### src/rtl/jcr8_imem_pkg.sv
// Shared types for the jacaranda-8 IMEM load path.
//   IMEM_AW / IMEM_DW : IMEM write port address / data widths
//   WR_CNT_W          : width of the per-session write counter
//   ld_state_e        : load-session FSM states
//   imem_wr_t         : one buffered write {addr, data}
package jcr8_imem_pkg;

    localparam int IMEM_AW  = 8;
    localparam int IMEM_DW  = 8;
    localparam int WR_CNT_W = 9;

    typedef enum logic [1:0] {
        IDLE    = 2'd0,
        LOAD    = 2'd1,
        RELEASE = 2'd2
    } ld_state_e;

    typedef struct packed {
        logic [IMEM_AW-1:0] addr;
        logic [IMEM_DW-1:0] data;
    } imem_wr_t;

    // Increment that sticks at all-ones instead of wrapping.
    function automatic logic [WR_CNT_W-1:0] sat_inc(input logic [WR_CNT_W-1:0] v);
        return (v == '1) ? v : v + 1'b1;
    endfunction

endpackage

### src/rtl/imem_req_fifo.sv
// Small per-requester FIFO for IMEM write requests.
//   clk, reset : clock, synchronous active-high reset (empties the FIFO)
//   push_i     : store din_i if there is room (or the head is leaving this cycle)
//   din_i      : entry to store
//   pop_i      : consume the head entry (ignored when empty)
//   head_o     : current head entry, valid while !empty_o
//   full_o     : DEPTH entries held
//   empty_o    : no entries held
//   drop_o     : push_i was refused this cycle
module imem_req_fifo #(
    parameter int DEPTH = 2,
    parameter int W     = 16
) (
    input  logic         clk,
    input  logic         reset,
    input  logic         push_i,
    input  logic [W-1:0] din_i,
    input  logic         pop_i,
    output logic [W-1:0] head_o,
    output logic         full_o,
    output logic         empty_o,
    output logic         drop_o
);

    localparam int            AW       = (DEPTH > 1) ? $clog2(DEPTH) : 1;
    localparam logic [AW:0]   FULL_CNT = (AW+1)'(DEPTH);

    logic [W-1:0]  mem_q [DEPTH];
    logic [AW-1:0] rd_q, wr_q;
    logic [AW:0]   cnt_q;
    logic          push_ok, pop_ok;

    assign full_o  = (cnt_q == FULL_CNT);
    assign empty_o = (cnt_q == '0);
    assign pop_ok  = pop_i & ~empty_o;
    // A full FIFO still takes a push when the head is popped in the same cycle.
    assign push_ok = push_i & (~full_o | pop_ok);
    assign drop_o  = push_i & ~push_ok;
    assign head_o  = mem_q[rd_q];

    always_ff @(posedge clk) begin
        if (push_ok) mem_q[wr_q] <= din_i;
    end

    always_ff @(posedge clk) begin
        if (reset) begin
            rd_q  <= '0;
            wr_q  <= '0;
            cnt_q <= '0;
        end else begin
            if (push_ok) wr_q <= wr_q + 1'b1;
            if (pop_ok)  rd_q <= rd_q + 1'b1;
            case ({push_ok, pop_ok})
                2'b10:   cnt_q <= cnt_q + 1'b1;
                2'b01:   cnt_q <= cnt_q - 1'b1;
                default: cnt_q <= cnt_q;
            endcase
        end
    end

endmodule

### src/rtl/imem_load_arbiter.sv
// Shares the IMEM write port between the Wishbone host path (req 0) and the
// UART boot loader (req 1). Each source is buffered, grants are round-robin,
// and a load session holds the core in reset while IMEM is being rewritten.
//   clk, reset              : clock, synchronous active-high reset
//   wb_req/addr/data        : one-cycle write request from Wishbone
//   uart_req/addr/data      : one-cycle write request from the UART loader
//   ovf_clr                 : clears both sticky overflow flags
//   imem_we/addr/wdata      : registered IMEM write port
//   cpu_hold                : core held in reset (LOAD and RELEASE)
//   cpu_restart             : one-cycle pulse as a session ends
//   busy                    : session FSM not idle
//   wb_ovf / uart_ovf       : sticky, a request was dropped on a full FIFO
//   wr_count                : writes issued this/last session, saturating
module imem_load_arbiter
    import jcr8_imem_pkg::*;
#(
    parameter int DEPTH       = 2,
    parameter int IDLE_CYCLES = 16
) (
    input  logic                clk,
    input  logic                reset,
    input  logic                wb_req,
    input  logic [IMEM_AW-1:0]  wb_addr,
    input  logic [IMEM_DW-1:0]  wb_data,
    input  logic                uart_req,
    input  logic [IMEM_AW-1:0]  uart_addr,
    input  logic [IMEM_DW-1:0]  uart_data,
    input  logic                ovf_clr,
    output logic                imem_we,
    output logic [IMEM_AW-1:0]  imem_addr,
    output logic [IMEM_DW-1:0]  imem_wdata,
    output logic                cpu_hold,
    output logic                cpu_restart,
    output logic                busy,
    output logic                wb_ovf,
    output logic                uart_ovf,
    output logic [WR_CNT_W-1:0] wr_count
);

    localparam int                IDLE_W    = $clog2(IDLE_CYCLES + 1);
    localparam logic [IDLE_W-1:0] IDLE_LAST = IDLE_W'(IDLE_CYCLES - 1);

    imem_wr_t wb_in, ua_in, wb_head, ua_head, win;
    logic     wb_full, wb_empty, wb_drop, ua_full, ua_empty, ua_drop;
    logic     grant_wb, grant_ua, grant;

    ld_state_e            state_q, state_d;
    logic [IDLE_W-1:0]    idle_q, idle_d;
    logic [WR_CNT_W-1:0]  wr_cnt_q, wr_cnt_d;
    logic                 rr_last_ua_q;
    logic                 we_q, wb_ovf_q, ua_ovf_q;
    logic [IMEM_AW-1:0]   addr_q;
    logic [IMEM_DW-1:0]   wdata_q;

    assign wb_in = '{addr: wb_addr,   data: wb_data};
    assign ua_in = '{addr: uart_addr, data: uart_data};

    imem_req_fifo #(.DEPTH(DEPTH), .W($bits(imem_wr_t))) u_wb_fifo (
        .clk     (clk),
        .reset   (reset),
        .push_i  (wb_req),
        .din_i   (wb_in),
        .pop_i   (grant_wb),
        .head_o  (wb_head),
        .full_o  (wb_full),
        .empty_o (wb_empty),
        .drop_o  (wb_drop)
    );

    imem_req_fifo #(.DEPTH(DEPTH), .W($bits(imem_wr_t))) u_ua_fifo (
        .clk     (clk),
        .reset   (reset),
        .push_i  (uart_req),
        .din_i   (ua_in),
        .pop_i   (grant_ua),
        .head_o  (ua_head),
        .full_o  (ua_full),
        .empty_o (ua_empty),
        .drop_o  (ua_drop)
    );

    // Round-robin: on contention the source not granted last wins.
    always_comb begin
        grant_wb = 1'b0;
        grant_ua = 1'b0;
        if (state_q == LOAD) begin
            if (!wb_empty && (ua_empty || rr_last_ua_q)) grant_wb = 1'b1;
            else if (!ua_empty)                           grant_ua = 1'b1;
        end
    end

    assign grant = grant_wb | grant_ua;
    assign win   = grant_wb ? wb_head : ua_head;

    // Session FSM. The idle counter only advances on cycles with nothing
    // buffered and nothing arriving, so any late request extends the session.
    always_comb begin
        state_d  = state_q;
        idle_d   = idle_q;
        wr_cnt_d = wr_cnt_q;
        case (state_q)
            IDLE: begin
                if (!wb_empty || !ua_empty) begin
                    state_d  = LOAD;
                    wr_cnt_d = '0;
                    idle_d   = '0;
                end
            end
            LOAD: begin
                if (grant) wr_cnt_d = sat_inc(wr_cnt_q);
                if (wb_empty && ua_empty && !wb_req && !uart_req) begin
                    if (idle_q == IDLE_LAST) begin
                        state_d = RELEASE;
                        idle_d  = '0;
                    end else begin
                        idle_d = idle_q + 1'b1;
                    end
                end else begin
                    idle_d = '0;
                end
            end
            RELEASE: state_d = IDLE;
            default: state_d = IDLE;
        endcase
    end

    always_ff @(posedge clk) begin
        if (reset) begin
            state_q      <= IDLE;
            idle_q       <= '0;
            wr_cnt_q     <= '0;
            rr_last_ua_q <= 1'b1;   // WB wins the first contended grant
            we_q         <= 1'b0;
            addr_q       <= '0;
            wdata_q      <= '0;
            wb_ovf_q     <= 1'b0;
            ua_ovf_q     <= 1'b0;
        end else begin
            state_q  <= state_d;
            idle_q   <= idle_d;
            wr_cnt_q <= wr_cnt_d;
            if (grant) rr_last_ua_q <= grant_ua;
            we_q <= grant;
            if (grant) begin
                addr_q  <= win.addr;
                wdata_q <= win.data;
            end
            // A new drop beats a simultaneous clear.
            if (wb_drop)      wb_ovf_q <= 1'b1;
            else if (ovf_clr) wb_ovf_q <= 1'b0;
            if (ua_drop)      ua_ovf_q <= 1'b1;
            else if (ovf_clr) ua_ovf_q <= 1'b0;
        end
    end

    assign imem_we     = we_q;
    assign imem_addr   = addr_q;
    assign imem_wdata  = wdata_q;
    assign cpu_hold    = (state_q != IDLE);
    assign busy        = (state_q != IDLE);
    assign cpu_restart = (state_q == RELEASE);
    assign wb_ovf      = wb_ovf_q;
    assign uart_ovf    = ua_ovf_q;
    assign wr_count    = wr_cnt_q;

endmodule
### config.mk
export PLATFORM = sky130hd
export DESIGN_NAME = imem_load_arbiter
export DESIGN_NICKNAME = d
export VERILOG_FILES = /design/src/rtl/jcr8_imem_pkg.sv /design/src/rtl/imem_req_fifo.sv /design/src/rtl/imem_load_arbiter.sv
export SDC_FILE = /design/constraint.sdc
export NUM_CORES = 1
export LEC_CHECK = 0
export BUFFER_PORTS_ARGS = -buffer_cell sky130_fd_sc_hd__buf_2
export CELL_PAD_IN_SITES_DETAIL_PLACEMENT = 2
export CELL_PAD_IN_SITES_GLOBAL_PLACEMENT = 2
export CORE_MARGIN = 1
export CORE_UTILIZATION = 38
export DETAILED_ROUTE_END_ITERATION = 10
export HOLD_SLACK_MARGIN = 0.06
export PLACE_DENSITY_LB_ADDON = 0.1
export SLEW_MARGIN = 20
export SYNTH_ARGS = -nofsm -noshare
export SYNTH_HDL_FRONTEND = slang
export SYNTH_HIERARCHICAL = 1
export SYNTH_SLANG_ARGS = --single-unit
### constraint.sdc
create_clock -name clk -period 3.55 [get_ports clk]
set_clock_uncertainty 0.1 [all_clocks]
set_input_delay 0.355 -clock clk [delete_from_list [all_inputs] [get_ports clk]]
set_output_delay 0.355 -clock clk [all_outputs]
set_load 0.1 [all_outputs]
==> qor.yml, run 1 <==
postCtsSetupBuffers: 0
multi_input_area_sq_mm: 0.00153
crit_buf_inv: 2
outcome: "complete, no violations"
fin_crit_sh_pct: 72.5
top_usage_layer: "met2"
cts.path.max_buffers: 2
critPathSlowestCell: "or3_1"
cts_inserted_buffers: 9
numPortBuffers: 67
regToRegSetupSlack_ps: 970
cts_resized: 0
gp_congestion: 0.720
timing.critical_path.from_type: "flop"
cts.root.buffer_cell: "clkbuf_16"
globalRouteOverflowTotal: 0
power.share.clock_pct: 31.9
synth_area_sq_mm: 0.00450
wl_per_cell_um: 18.9
cpPeakStageDelay_ps: 570
holdPathStages: 1
grt_use_met3_pct: 3.88
antenna_found_initial: 0
layout_commonest_cell: "buf_2"
hold_viol: 0
setup.worst_path.class: "flop to flop"
syn_to_final_growth_pct: 16.3
fp.dieW_um: 111
powerDensity_mw_per_mm2: 588
cp-end-kind: "flop"
slew_viol_final: 0
post-dp-hpwl_mm: 7.57
syn_avg_cell_area_sq_um: 12.4
p_total_uw: 3070
clk_pin_slew_ps: 70
cts.sinks: 110
rsz0062_at_grt: "no"
dieArea_sq_mm: 0.0123
synthesis.nets: 402
r2r_cells: 6
via_per_inst: 5.22
seqPwrFrac_pct: 48.9
setup_slack_ps: 975
ant_nets: 0
p_int_uw: 2110
use_met1_pct: 26.7
mostFrequentLayoutCells: "buf_2 (67), edfxtp_1 (64), nor2_1 (51)"
num_rows: 39
vias: 3018
use_met2_pct: 28.9
crit_family: "simple AND/OR/NAND/NOR gates"
worst_pin_slew_ps: 847
hold_class: "input port to flop"
place_ws_ps: 941
io_pins: 68
cap_violations: 0
setup_violations: 0
leakage_uw: 0.00201
period_needed_ps: 2580
coreArea_sq_mm: 0.0115
layout.nets: 470
grt_first_pass_wirelength_mm: 17.9
seq_area_sq_mm: 0.00284
drcViolationCount: 0
diodes: 0
worstSkewPairLatency_ps: 360
worstPathArrival_ps: 2580
initial_core_util_pct: 39.2
combPwrFrac_pct: 19.1
cp_cell_sequence: "nand2b_1 -> or3_1 -> clkinv_4 -> o21ai_4 -> nor2_1 -> buf_4"
ctsHtreeMaxLevel: 3
grt_pass1_vias: 3235
whs_ps: 82.0
switchingPower_uw: 964
first_iter_violations: 96
grt_max_degree: 29
peakVddDrop_mv: 0.372
cts_tree: "done"
worstPathRequired_ps: 3550
power_switching_share_pct: 31.3
ctsHoldBuffers: 0
grt_use_total_pct: 19.2
die_h_um: 111
netlist_instances: 362
fillers: 1179
slew_headroom_pct: 43.1
fmax_mhz: 388
yosysWarnings: 6
cp_num_cells: 6
cp_max_fo: 21
drive_above_1_share_pct: 31.3
dr.pass1.iters: 4
fin_tns_setup_ps: 0
finalWirelength_mm: 10.9
[area by class of cell]
cell class | instances | area share, %
sequential | 110 | 54.3
multi-input combinational | 232 | 29.2
clock inverter | 4 | 0.574
clock buffer | 12 | 4.90
inverter | 5 | 0.454
timing repair buffer | 72 | 7.13
tap | 143 | 3.42
[state kept, by name, summed over array words and instances, names as in the netlist, 2 cells and up, named ones only]
signal	cells
u_wb_fifo/cnt_q	2
u_ua_fifo/cnt_q	2
u_wb_fifo/mem_q	32
wr_count	9
idle_q	5
u_ua_fifo/mem_q	32
imem_addr	8
imem_wdata	8
state_q	2
[power by group through the flow]
stage	clock (uW)	combinational (uW)	sequential, uW
floorplan	0	258	1720
global placement	0	581	1530
detailed placement	0	591	1530
CTS	1010	596	1510
global route	1060	630	1520
finish	981	589	1500
[metrics by stage]
step / std cells / utilization, % / cell area (sq um)
after floorplan: 362 / - / 4500
after global placement: 562 / 43.1 / 4940
after detailed placement: 562 / 43.1 / 4940
after CTS: 578 / 45.6 / 5230
after global routing: 578 / 45.6 / 5230
final: 578 / 45.6 / 5230
[per-layer routing]
| layer | share of wire, % | routed length, um |
|---|---|---|
| met5 | 0 | 0 |
| met4 | 2.1 | 231 |
| met3 | 3.6 | 393 |
| met2 | 45 | 4970 |
| met1 | 49 | 5340 |
[path summary, 6_finish.rpt]
path | start | to
setup / recovery | state_q[1] | u_wb_fifo/mem_q[0][15]
hold / removal | uart_addr[3] | u_ua_fifo/mem_q[1][11]
setup reg to reg | state_q[1] | u_wb_fifo/mem_q[0][15]
hold reg to reg | wr_count[8] | wr_count[8]
No activity file was read; power rests on OpenSTA's default activity.
==> run 2: changes to the inputs <==
- CORE_UTILIZATION: 38 -> 34
- clock period: 3.55 -> 2.1 ns (I/O delays scaled with it)
==> run 2 against run 1 <==
  * Combinational power grew 99%
  * Sequential cell count is the same
  * Die area grew 12%
  * Power grew 78%
  * Global-route usage shrank 1.7 points
==> qor.yml, run 2 (synthesis gave the netlist of run 1 again) <==
drive_above_1_share_pct: 36.9
setup.worst_path.class: "flop to flop"
worstPathRequired_ps: 2230
outcome: "complete, no violations"
finish.utilization_pct: 46.3
syn_to_final_growth_pct: 31.5
worstSkewPairLatency_ps: 350
dieArea_sq_mm: 0.0137
via_per_inst: 4.80
regToRegSetupSlack_ps: 40
first_iter_violations: 103
fmax_mhz: 486
fin_tns_setup_ps: 0
drcViolationCount: 0
dr.pass1.iters: 4
fillers: 1282
cts.sinks: 110
grt_max_degree: 20
cts.root.buffer_cell: "clkbuf_16"
mostFrequentLayoutCells: "buf_2 (67), edfxtp_1 (64), nor2_1 (45)"
setup_violations: 0
worst_pin_slew_ps: 515
multi_input_area_sq_mm: 0.00162
wl_met2_mm: 5.26
ant_nets: 0
vias: 3136
p_total_uw: 5470
leakage_uw: 0.00227
antenna_found_initial: 0
slew_headroom_pct: 65.9
hold_class: "input port to flop"
cts.path.max_buffers: 2
grt_pass1_vias: 3349
final_cell_count_no_fill: 654
num_rows: 41
placedCellCount: 603
rsz0062_at_grt: "yes"
layout_commonest_cell: "buf_2"
fp.dieW_um: 117
clk_pin_slew_ps: 70
die_h_um: 117
hold_viol: 0
layout.nets: 517
wl_met3_um: 262
worstPathArrival_ps: 2180
finalInstanceArea_sq_mm: 0.00591
ctsHtreeMaxLevel: 3
dr.max_layer_used: "met4"
powerDensity_mw_per_mm2: 925
cp-end-kind: "flop"
seq_area_sq_mm: 0.00286
grt_use_total_pct: 17.5
diodes: 0
cap_violations: 0
cts_inserted_buffers: 9
coreArea_sq_mm: 0.0128
wl_per_cell_um: 17.1
wl_met1_mm: 5.49
slew_viol_final: 0
fin_crit_sh_pct: 97.9
cts_tree: "done"
globalRouteOverflowTotal: 0
grt_first_pass_wirelength_mm: 17.6
cp_max_fo: 6
io_pins: 68
period_needed_ps: 2060
numPortBuffers: 67
postPlaceCellArea_sq_mm: 0.00524
peakVddDrop_mv: 0.415
initial_core_util_pct: 35.2
timing.critical_path.from_type: "flop"
post-dp-hpwl_mm: 7.77
finalWirelength_mm: 11.2
gp_congestion: 0.739
[run 2: cell count changes in the layout (fill, tap and decap cells not counted), sizes merged]
cell         previous run  this run
buf                    72        87
bufinv                  0         1
dlygate4sd3             0        32
clkbuf                 12        11
[run 2: where the power goes]
| part | leakage (uW) | switching [uW] | internal, uW |
|---|---|---|---|
| clock network | 0.000156 | 774 | 1000 |
| registers | 0.000980 | 76.8 | 2450 |
| logic | 0.00113 | 810 | 359 |
[run 2: timing repair]
action,in CTS,in global routing
hold buffers,32,0
setup endpoints to repair,1,38
gates resized for setup,1,2
pin swaps,1,3
endpoints found under the hold margin,64,0
buffers inserted,0,3
[run 2: through the flow]
stage / setup WS (ps) / hold slack (ps)
after global routing: -49.5 / 115
final: 44.3 / 89.4
after global placement: 26.6 / 298
after CTS: 7.98 / 79.2
after detailed placement: -18.2 / 302
after floorplan: -151 / 179
[run 2: metal layers]
metal	up-vias	track usage, %
met4	0	7.00
met3	11	2.73
met5	-	0
met1	1526	24.1
met2	49	27.9
li1	1550	-
[run 2: critical path: stages, from the launching register on]
cell,delay (ps)
dfxtp_4,360
ha_4,160
and3_4,180
nand3_2,80
nor2_1,50
ha_2,190
a221o_2,430
nor4_4,160
xnor2_1,150
nor2_1,50
[run 2: layout make-up]
cell class | instances | share of cell area, %
clock buffers | 11 | 4.28
clock inverters | 5 | 1.06
repair buffers | 119 | 14.9
inverters | 5 | 0.402
flip-flops and latches | 110 | 48.4
well taps | 172 | 3.64
multi-input cells | 232 | 27.3
[run 2: path summary, 6_finish.rpt]
check | startpoint | endpoint | cells past startpoint
setup reg to reg | wr_count[1] | wr_count[7] | 9
hold reg to reg | idle_q[4] | idle_q[4] | 1
hold / removal | ovf_clr | uart_ovf | 4
setup / recovery | wr_count[1] | wr_count[7] | 9
